`config.mk`:
```
export PLATFORM = sky130hd
export DESIGN_NAME = led_pattern_gen
export DESIGN_NICKNAME = d
export VERILOG_FILES = /design/src/rtl/led_pkg.sv /design/src/rtl/led_prescaler.sv /design/src/rtl/led_pattern_gen.sv
export SDC_FILE = /design/constraint.sdc
export NUM_CORES = 1
export LEC_CHECK = 0
export CAP_MARGIN = 40
export CORE_MARGIN = 3
export CORE_UTILIZATION = 50
export CTS_CLUSTER_SIZE = 25
export DETAILED_ROUTE_END_ITERATION = 8
export PLACE_DENSITY_LB_ADDON = 0.25
export SYNTH_ARGS = -nofsm -noshare
export SYNTH_HDL_FRONTEND = slang
export SYNTH_SLANG_ARGS = --single-unit
```
`constraint.sdc`:
```
create_clock -name clk -period 1.9 [get_ports clk]
set_clock_uncertainty 0.1 [all_clocks]
set_input_delay 0.19 -clock clk [delete_from_list [all_inputs] [get_ports clk]]
set_output_delay 0.19 -clock clk [all_outputs]
set_load 0.01 [all_outputs]
```
`src/rtl/led_pkg.sv`:
```
// Shared types for the LED pattern engine.
//   led_mode_t  : selectable LED pattern
//   led_state_t : mode-change FSM state
//   led_dir_t   : travel direction of the BOUNCE pattern
package led_pkg;

  typedef enum logic [1:0] {
    FILL   = 2'd0,
    ROTATE = 2'd1,
    BOUNCE = 2'd2,
    COUNT  = 2'd3
  } led_mode_t;

  typedef enum logic {
    RUN  = 1'b0,
    LOAD = 1'b1
  } led_state_t;

  typedef enum logic {
    LEFT  = 1'b0,
    RIGHT = 1'b1
  } led_dir_t;

  // Every pattern seeds either all-off or only LED 0 lit, so the seed is
  // fully described by its bit 0.
  function automatic logic seed_lsb(led_mode_t m);
    return (m == ROTATE) || (m == BOUNCE);
  endfunction

endpackage

```
`src/rtl/led_prescaler.sv`:
```
// Step-rate prescaler for the LED pattern engine.
//   clk  in  clock
//   rst  in  synchronous reset, active-high
//   en   in  count enable; counter holds and no tick is produced while low
//   div  in  tick period is div+1 cycles
//   clr  in  synchronous clear of counter and pending tick
//   tick out registered one-cycle pulse on each expiry
module led_prescaler #(
  parameter int PRESCALE_W = 24
) (
  input  logic                  clk,
  input  logic                  rst,
  input  logic                  en,
  input  logic [PRESCALE_W-1:0] div,
  input  logic                  clr,
  output logic                  tick
);

  logic [PRESCALE_W-1:0] cnt;

  // >= rather than == so that lowering div below the running count
  // expires immediately instead of waiting for a full wrap.
  always_ff @(posedge clk) begin
    if (rst || clr) begin
      cnt  <= '0;
      tick <= 1'b0;
    end else if (en) begin
      if (cnt >= div) begin
        cnt  <= '0;
        tick <= 1'b1;
      end else begin
        cnt  <= cnt + 1'b1;
        tick <= 1'b0;
      end
    end else begin
      tick <= 1'b0;
    end
  end

endmodule

```
`src/rtl/led_pattern_gen.sv`:
```
// LED pattern engine: WIDTH LEDs, programmable step rate, four patterns,
// valid/ready mode change, pause and single-step.
//   clk        in  clock
//   rst        in  synchronous reset, active-high
//   en         in  1 = free-run at prescaler rate, 0 = paused
//   div        in  pattern advances every div+1 cycles
//   step       in  single advance pulse, honoured only while en=0
//   mode_i     in  requested mode
//   mode_valid in  mode request valid
//   mode_ready out mode request can be accepted
//   mode_o     out active mode
//   tick_o     out prescaler expiry pulse
//   led        out registered LED pattern
//
// state | meaning
// RUN   | patterns advance, mode requests accepted
// LOAD  | one cycle after a mode change: seed settles, no tick, no advance
module led_pattern_gen
  import led_pkg::*;
#(
  parameter int WIDTH      = 16,
  parameter int PRESCALE_W = 24
) (
  input  logic                  clk,
  input  logic                  rst,
  input  logic                  en,
  input  logic [PRESCALE_W-1:0] div,
  input  logic                  step,
  input  led_mode_t             mode_i,
  input  logic                  mode_valid,
  output logic                  mode_ready,
  output led_mode_t             mode_o,
  output logic                  tick_o,
  output logic [WIDTH-1:0]      led
);

  led_state_t       state_q, state_nxt;
  led_mode_t        mode_nxt;
  led_dir_t         dir_q, dir_nxt, pat_dir;
  logic [WIDTH-1:0] led_nxt, pat_led;
  logic             accept, advance, clr;

  led_prescaler #(.PRESCALE_W(PRESCALE_W)) u_prescaler (
    .clk  (clk),
    .rst  (rst),
    .en   (en),
    .div  (div),
    .clr  (clr),
    .tick (tick_o)
  );

  // One advance of the active pattern.
  always_comb begin
    pat_led = led;
    pat_dir = dir_q;
    case (mode_o)
      FILL:   pat_led = led[WIDTH-1] ? (led << 1) : ((led << 1) | WIDTH'(1));
      ROTATE: pat_led = (led == '0) ? WIDTH'(1) : {led[WIDTH-2:0], led[WIDTH-1]};
      BOUNCE: begin
        if (dir_q == LEFT) begin
          if (led[WIDTH-1]) begin
            pat_dir = RIGHT;
            pat_led = led >> 1;
          end else begin
            pat_led = led << 1;
          end
        end else begin
          if (led[0]) begin
            pat_dir = LEFT;
            pat_led = led << 1;
          end else begin
            pat_led = led >> 1;
          end
        end
      end
      COUNT:  pat_led = led + 1'b1;
      default: pat_led = led;
    endcase
  end

  always_comb begin
    state_nxt  = state_q;
    mode_nxt   = mode_o;
    led_nxt    = led;
    dir_nxt    = dir_q;
    mode_ready = (state_q == RUN);
    accept     = mode_valid && mode_ready;
    advance    = (state_q == RUN) && (en ? tick_o : step);
    // Clearing the prescaler on accept and through LOAD drops any tick
    // coincident with the mode change and restarts the rate from zero.
    clr        = accept || (state_q == LOAD);
    case (state_q)
      RUN: begin
        if (accept) begin
          mode_nxt  = mode_i;
          led_nxt   = WIDTH'(seed_lsb(mode_i));
          dir_nxt   = LEFT;
          state_nxt = LOAD;
        end else if (advance) begin
          led_nxt = pat_led;
          dir_nxt = pat_dir;
        end
      end
      LOAD:    state_nxt = RUN;
      default: state_nxt = RUN;
    endcase
  end

  always_ff @(posedge clk) begin
    if (rst) begin
      state_q <= RUN;
      mode_o  <= FILL;
      dir_q   <= LEFT;
      led     <= '0;
    end else begin
      state_q <= state_nxt;
      mode_o  <= mode_nxt;
      dir_q   <= dir_nxt;
      led     <= led_nxt;
    end
  end

endmodule

```
# After elaboration in Yosys (flattened, before gate mapping)
# Index checks and enable logic that the tools add are counted.
# classes
div_mod_pow	0
add_sub_neg	2
bitwise	2
shift	0
muxes	19
multipliers	0
n_eq_ne	5
magnitude_cmp	1
n_reduce_logical	13
# ops
cell	n
16-bit two-way mux	6
16-bit one-hot mux with 4 select lines	1
24-bit by 1-bit adder with 24-bit output, second input constant	1
24-bit >= comparator	1
24-bit two-way mux	1
16-bit by 1-bit adder with 16-bit output, second input constant	1
16-bit zero test	1
1-bit two-way mux	10
2-bit equality test, second input constant	3
2-bit by 1-bit equality test with 1-bit output, second input constant	2
2-bit AND reduction	2
2-bit nonzero test	2
1-bit logical OR	3
3-bit AND reduction	1
1-bit logical AND	2
2-bit zero test	1
1-bit inverter	2
1-bit one-hot mux with 2 select lines	1
2-bit OR reduction	1
# totals
mem_bits_rw	0
reg_bits	45
memories	0
rom_bits	0
input_bits	31
latchBits	0
wordCells	48

# Longest topological paths before layout
# Gate-level depths: netlist (run 1).
# logic_depth
word_depth	5
mapped_depth	9

# Cells and area by module
# A second synthesis (run 1) with hierarchy kept.
# unflattened
cells_unflattened	428
hier_area_um2	3285.7
# by_module_without_submodules
module	area_per_inst_um2	instances	cells_per_inst	seq_area_each_um2
led_prescaler	1720.4	1	212	500.5
led_pattern_gen	1565.3	1	216	400.4

# Worst setup path before layout (run 1)
# OpenSTA, ideal clock, no wires.
# synth_path
path_type	register to register
start	reg u_prescaler.cnt[5]
end	reg u_prescaler.cnt[10]
stages_incl_launch_ff	8
required_ps	1727
n_path_buf	1
arrival_ps	1921
path_slack_ps	-194
setup_time_ps	73
cell_sequence	dfxtp_1 > ha_1 > a211o_1 > a2111oi_4 > o31ai_2 > a41o_4 > buf_6 > nor3_2
# synth_between
elab_chain_len	2
# synth_lines
element	line	source
start: declaration	led_prescaler.sv:19	logic [PRESCALE_W-1:0] cnt;
start signal: assignment	led_prescaler.sv:32	cnt <= cnt + 1'b1;
24-bit by 1-bit adder with 24-bit output / 24-bit >= comparator (equally long branches)	led_prescaler.sv:32, led_prescaler.sv:28	
24-bit two-way mux (*)	led_prescaler.sv:28	if (cnt >= div) begin
# Mark *: on every way between the ends. The rest lies on a longest branch, timed or not.
# A chain may end at the register's enable or synchronous reset.

# Worst setup path after layout (run 1)
# layout_path
start	reg u_prescaler.cnt[5]
end	reg u_prescaler.cnt[22]
# The elaborated chain is that of the path after synthesis.

==> results of run 1 <==
what timing repair did:
action,in CTS,in global routing
setup buffers,5,8
cloned,2,3
endpoints found under the setup margin,35,40
pin swaps,11,21
resized for setup,27,66
endpoints found under the hold margin,0,0
power groups by stage:
| stage | Clock [mW] | Combinational [mW] | Sequential, mW |
|---|---|---|---|
| floorplan | 0 | 0.176 | 0.984 |
| global placement | 0 | 0.348 | 0.984 |
| detailed placement | 0 | 0.358 | 0.984 |
| CTS | 0.645 | 0.392 | 0.962 |
| global route | 0.697 | 0.491 | 0.967 |
| finish | 0.658 | 0.461 | 0.965 |
worst min-delay path by stage:
stage | end | slack, ns | cells after the start
floorplan | mode_o[0]$_SDFFE_PP0P_ | 0.23 | 2
global placement | u_prescaler.cnt[1]$_SDFFE_PP0P_ | 0.40 | 2
detailed placement | u_prescaler.cnt[1]$_SDFFE_PP0P_ | 0.41 | 2
CTS | mode_o[1]$_SDFFE_PP0P_ | 0.38 | 3
global route | mode_o[1]$_SDFFE_PP0P_ | 0.37 | 3
finish | mode_o[1]$_SDFFE_PP0P_ | 0.37 | 3
critical path, stage by stage, from the launching register on:
cell,delay [ns]
dfxtp_2,0.37
ha_4,0.20
a211o_1,0.30
a2111oi_4,0.23
o31ai_2,0.14
a41o_4,0.29
buf_12,0.17
nor3_2,0.23
metrics by stage:
stage | instances | cell area (µm²) | utilization (%) | setup WS (ns) | power, mW
3_3_place_gp | 634 | 4660 | 71.0 | -0.446 | 1.33
6_report | 659 | 5330 | 81.1 | -0.228 | 2.08
2_1_floorplan | 442 | 3580 | - | 0.00383 | 1.16
5_1_grt | 659 | 5330 | 81.1 | -0.370 | 2.15
4_1_cts | 649 | 4960 | 75.6 | -0.137 | 2.00
3_5_place_dp | 634 | 4660 | 71.0 | -0.547 | 1.34
routing by layer:
metal / vias up / track usage [%] / part of all wire [%]
li1: 1849 / - / -
met1: 1950 / 35.4 / 39
met2: 320 / 42.9 / 46
met3: 76 / 3.51 / 10
met4: 0 / 7.40 / 5.0
met5: - / 0 / 0
state kept, by name, summed over array words and instances (netlist names):
name,cells
dir_q,1
mode_o,2
u_prescaler.cnt,24
u_prescaler.tick,1
state_q,1
led,16
area by class of cell:
class	count	area share, %
flip-flops and latches	45	17.3
repair buffers	149	26.8
clock buffers	5	1.29
inverters	38	2.68
clock inverters	3	0.399
multi-input cells	326	49.4
well taps	93	2.19
kinds of logic after synthesis:
group                    Yosys count
AND/OR/NAND/NOR                  160
buffers and inverters             71
multiplexers                       3
XOR/XNOR                          28
adder cells (fa/ha/maj)           28
flip-flops                        45
AO/OA/AOI/OAI                    107
synth_stat cells, types with 2 or more instances:
library cell / count / share of area, %
a311oi_1: 5 / 1.2
o21a_1: 3 / 0.64
mux2i_1: 2 / 0.57
ha_1: 28 / 10
a21oi_1: 34 / 4.8
o211ai_1: 9 / 1.9
clkbuf_2: 2 / 0.28
a31o_2: 2 / 0.50
clkbuf_1: 7 / 0.75
nand3_1: 16 / 2.3
xor2_1: 8 / 2.0
dfxtp_1: 45 / 26
nor3_1: 15 / 2.1
nor3_2: 18 / 5.1
a32oi_1: 4 / 1.0
o21ai_0: 19 / 2.7
and3_1: 7 / 1.2
nor4_1: 11 / 2.0
nand2_1: 39 / 4.2
buf_2: 17 / 2.4
nor2_1: 23 / 2.5
nand2b_1: 3 / 0.53
a222oi_1: 3 / 0.85
a211oi_1: 6 / 1.3
a21o_1: 5 / 1.1
a221oi_1: 3 / 0.75
buf_4: 5 / 1.1
xnor2_1: 20 / 5.0
buf_6: 2 / 0.64
a22oi_1: 2 / 0.43
inv_1: 37 / 3.9
nand4_1: 12 / 2.1
nor2b_1: 4 / 0.71
and4_1: 5 / 1.2
==> flow_summary_export.csv, run 1 <==
group,metric,value,unit
run_status,status,"complete, but fails checks",
run_status,violations,"setup timing",
routing,drtIter0Drc,409,
critical_path,cp_data_required_time,2.03,ns
placed_design,globalplace.congestion,0.932,
pwr,sw_frac_of_total,30.2,%
die,die_w,89.9,µm
yosys,synthDistinctLibCells,55,
critical_path,crit_end,"u_prescaler.cnt[22]$_SDFFE_PP0P_",
critical_path,worstSetupPathType,"flop to flop",
die,die_y,89.9,µm
routing,antenna_left,0,
pwr,clockPowerShare,31.6,%
yosys,yosysSeqAreaShare,25.6,%
timing,tns,-4.10,ns
routing,drtPass1Iterations,5,
global_route,grt_pass1_vias,3695,
timing,hold_slack,0.367,ns
global_route,track_usage,25.9,%
timing,fin_crit,2.13,ns
die,io_pins,51,
yosys,yosysWarnings,0,
finish,num_antenna_cells,0,
die,rows,29,
timing,fmax,470,MHz
yosys,synth.net_count,501,
finish,mostFrequentLayoutCell,"buf_4",
cts,ctsHoldBuffers,0,
timing,slew_viol_final,0,
finish,area_delta_synth_final,51.4,%
timing,finalHoldViolations,0,
cts,clk_latency,0.32,ns
job,cap_violations,0,
pwr,p_per_area,391,nW/µm²
finish,multi_input_area,2630,µm²
worst_hold_path,hp-class,"primary input to flop",
pwr,power.switching,0.629,mW
yosys,yosys.area_share.xor_xnor,6.97,%
critical_path,endpoint_kind,"flop",
routing,wire_per_inst,19.4,µm
finish,fill_cells,380,
cts,cts_buffer_depth,2,
cts,h-tree-depth,2,
yosys,netlist_instances,442,
yosys,netlist_area,3520,µm²
global_route,grt_pass1_wl,17600,µm
timing,setup_viol,32,
pwr,p_comb_share,22.1,%
die,core_area,6570,µm²
finish,final_net_count,624,
pwr,peakVddDrop,0.301,mV
routing,vias,4195,
critical_path,r2r_start,"u_prescaler.cnt[5]$_SDFFE_PP0P_",
yosys,synth-compound-area-share,21.4,%
critical_path,arrival,2.26,ns
cts,clk_pin_slew,0.10,ns
timing,fin_ws,-0.228,ns
yosys,synth_edf_count,0,
finish,drive_gt1_share,34.1,%
cts,cts_root_buf,"clkbuf_8",
yosys,synthMuxAreaShare,0.889,%
timing,relSlewSlack,71.7,%
global_route,grt_overflow,0,
finish,seqCellArea,920,µm²
die,initial_core_util,53.6,%
routing,via_per_inst,6.37,
critical_path,crit_start,"u_prescaler.cnt[5]$_SDFFE_PP0P_",
yosys,yosys.area_share.simple,25.9,%
global_route,grt_antenna_before_repair,0,
timing,worst_pin_slew,0.423,ns
timing,period_share,112,%
pwr,seq_power_share,46.3,%
yosys,synth_top_family_by_area,"simple AND/OR/NAND/NOR gates",
finish,layout_common_cells,"buf_4, clkdlybuf4s50_1, nand2_1",
timing,rsz0062_at_grt,"true",
pwr,leakage,2.11,nW
yosys,synthAdderAreaFrac,9.96,%
global_route,grt_max_degree,23,
critical_path,rr_endpoint,"u_prescaler.cnt[22]$_SDFFE_PP0P_",
cts,cts_tree,"built",
routing,drc_errors,0,
die,dieArea,8080,µm²
cts,cts_sinks,45,
cts,numCtsBuffers,5,
pwr,internal_power,1.45,mW
critical_path,startpoint_type,"flop",
routing,drt-total-wl,12800,µm
critical_path,crit_fanout,7,
yosys,async_flop_share,0,%
yosys,synth_seq_cells,45,
critical_path,r2r_slack,-0.23,ns
placed_design,dpl.hpwl,7580,µm
yosys,synth_area_per_cell,7.96,µm²
worst_hold_path,hp-start,"mode_i[1]",
critical_path,reg2reg_depth,7,
yosys,synth_ff_type,"dfxtp_1",
placed_design,io_buffers,50,
No activity file was read; power rests on OpenSTA's default activity.
==> inputs of run 2 (changes only) <==
GPL_ROUTABILITY_DRIVEN = 0   (was unset)
TNS_END_PERCENT = 30   (was unset)
==> run 2 against run 1 <==
  * The run still ends with setup timing left
  * Maximum frequency increased by 3.5%
  * Power grew 3.6%
  * Combinational power shrank 8.0%
  * Hold slack better by 0.029 ns
  * Non-clock buffer count decreased by 1
  * Global-route usage up 2.7 points
  * Count of clock-buffer cells in the layout unchanged
  * Critical endpoint is now u_prescaler.cnt[11]$_SDFFE_PP0P_
  * Highest routed layer unchanged
==> flow_summary_export.csv, run 2 (synthesis gave the netlist of run 1 again) <==
group,metric,value,unit
global_route,grt_use_met3,4.92,%
pwr,p_per_area,412,nW/µm²
timing,rsz0062_at_grt,"true",
routing,via_per_inst,6.20,
finish,seqCellArea,923,µm²
worst_hold_path,hp-class,"primary input to flop",
routing,drtIter0Drc,477,
finish,mostFrequentLayoutCell,"buf_4",
critical_path,cp_common_cell,"buf_12",
pwr,sw_frac_of_total,27.7,%
pwr,clockPowerShare,36.0,%
critical_path,slowest_delay,0.46,ns
die,initial_core_util,53.6,%
critical_path,cpMaxStageDelayCell,"clkdlybuf4s50_1",
finish,num_antenna_cells,0,
finish,reg_top3,"u_prescaler.cnt: 24 flops, led: 16 flops, mode_o: 2 flops",
pwr,leakage,2.08,nW
die,die_w,89.9,µm
die,die_y,89.9,µm
cts,cts_root_buf,"clkbuf_8",
timing,tns,-3.57,ns
critical_path,arrival,2.19,ns
placed_design,io_buffers,50,
placed_design,dp_slack,-0.468,ns
cts,cts_sinks,45,
finish,largest_reg_flops,24,
run_status,status,"complete, but fails checks",
finish,multi_input_area,2580,µm²
routing,antenna_left,0,
worst_hold_path,hold_path_depth,3,
critical_path,worstSetupPathType,"primary input to flop",
cts,cts_tree,"built",
timing,period_share,108,%
finish,layout_common_cells,"buf_4, clkdlybuf4s50_1, nand2_1",
critical_path,cp_num_buf_inv,5,
global_route,use_met2,48.9,%
finish,area_delta_synth_final,48.9,%
cts,ctsHoldBuffers,0,
finish,final_cell_count_no_fill,658,
finish,fill_cells,404,
timing,slew_viol_final,0,
global_route,grtUsageMet1,36.2,%
global_route,grt_max_degree,22,
global_route,track_usage,28.6,%
pwr,peakVddDrop,0.337,mV
run_status,violations,"setup timing",
cts,clk_pin_slew,0.09,ns
cts,numCtsBuffers,5,
timing,hold_slack,0.396,ns
placed_design,place_inst,641,
timing,setup_viol,28,
routing,drc_errors,0,
timing,fin_crit,2.06,ns
timing,worst_pin_slew,0.445,ns
critical_path,crit_fanout,7,
cts,clk_latency,0.32,ns
critical_path,worstSetupPathDepth,11,
pwr,seq_power_share,44.4,%
job,cap_violations,0,
die,dieArea,8080,µm²
placed_design,dpl.hpwl,7580,µm
global_route,grt.busiest_layer,"met2",
critical_path,endpoint_kind,"flop",
routing,wire_per_inst,18.2,µm
finish,drive_gt1_share,32.7,%
cts,cts_buffer_depth,2,
timing,relSlewSlack,70.1,%
finish,final_net_count,623,
critical_path,cp_data_required_time,2.03,ns
timing,fmax,486,MHz
critical_path,reg2reg_depth,7,
finish,largest_register,"u_prescaler.cnt",
pwr,p_comb_share,19.6,%
critical_path,cp_top_family,"buffers and inverters",
routing,drt-total-wl,12000,µm
global_route,grt_antenna_before_repair,0,
pwr,power.switching,0.599,mW
critical_path,path_cells,"clkdlybuf4s50_1 -> inv_1 -> ha_1 -> nand4_1 -> buf_4 -> nor2_2 -> a2bb2oi_2 -> a21oi_4 -> buf_12 -> buf_12 -> nor3_2",
die,rows,29,
cts,h-tree-depth,2,
die,io_pins,51,
routing,vias,4079,
timing,fin_ws,-0.156,ns
global_route,grt_pass1_vias,3907,
global_route,grt_overflow,0,
global_route,grt_pass1_wl,19100,µm
pwr,internal_power,1.56,mW
die,core_area,6570,µm²
critical_path,startpoint_type,"primary input",
routing,drtPass1Iterations,7,
timing,finalHoldViolations,0,
run 2: cell types whose count changed in the layout (fill, tap and decap cells not counted), sizes merged:
| cell | before | now |
|---|---|---|
| inv | 38 | 37 |
| bufinv | 0 | 1 |
| clkbuf | 7 | 5 |
| buf | 97 | 98 |
| dlygate4sd2 | 4 | 5 |
| dlymetal6s2s | 5 | 1 |
| clkdlybuf4s50 | 41 | 44 |
run 2: worst paths after layout:
kind	start	endpoint	slack (ns)
max reg2reg	u_prescaler.cnt[23]$_SDFFE_PP0P_	u_prescaler.cnt[10]$_SDFFE_PP0P_	-0.15
max	div[17]	u_prescaler.cnt[11]$_SDFFE_PP0P_	-0.16
min reg2reg	u_prescaler.cnt[1]$_SDFFE_PP0P_	u_prescaler.cnt[1]$_SDFFE_PP0P_	0.41
min	mode_i[1]	mode_o[1]$_SDFFE_PP0P_	0.40
run 2: final cells by class:
type | instances | share of cell area [%]
multi-input combinational | 326 | 49.2
inverter | 38 | 2.72
sequential | 45 | 17.6
timing repair buffer | 148 | 26.0
clock buffer | 5 | 1.31
tap | 93 | 2.22
clock inverter | 3 | 0.884
run 2: metal layers:
metal / part of all wire [%] / up-vias
li1: - / 1845
met2: 47 / 256
met1: 39 / 1908
met5: 0 / -
met4: 4.1 / 0
met3: 9.7 / 70
run 2: tightest hold or removal path, delay by kind of cell:
kind / cells / cell delay [ns]
AOI/OAI and AO/OA: 1 / 0.05
and+or+nand+nor: 1 / 0.08
buffers and inverters: 1 / 0.43
run 2: power groups by stage:
stage,clock [mW],combinational (mW),sequential (mW)
4_1_cts,0.772,0.399,0.960
3_5_place_dp,0,0.360,0.982
5_1_grt,0.823,0.455,0.960
3_3_place_gp,0,0.350,0.982
6_report,0.778,0.424,0.958
2_1_floorplan,0,0.175,0.984
run 2: what timing repair did:
item | in CTS | in global routing
pin swaps | 20 | 8
buffers inserted | 7 | 1
gates resized for setup | 41 | 26
setup endpoints to repair | 36 | 38
cloned | 2 | 0
run 2: metrics by stage:
stage                     total power, mW  util, %  cell area [µm²]
after CTS                            2.13     78.1             5130
final                                2.16     79.8             5240
after floorplan                      1.16        -             3570
after global routing                 2.24     79.8             5240
after global placement               1.33     71.9             4720
after detailed placement             1.34     71.9             4720
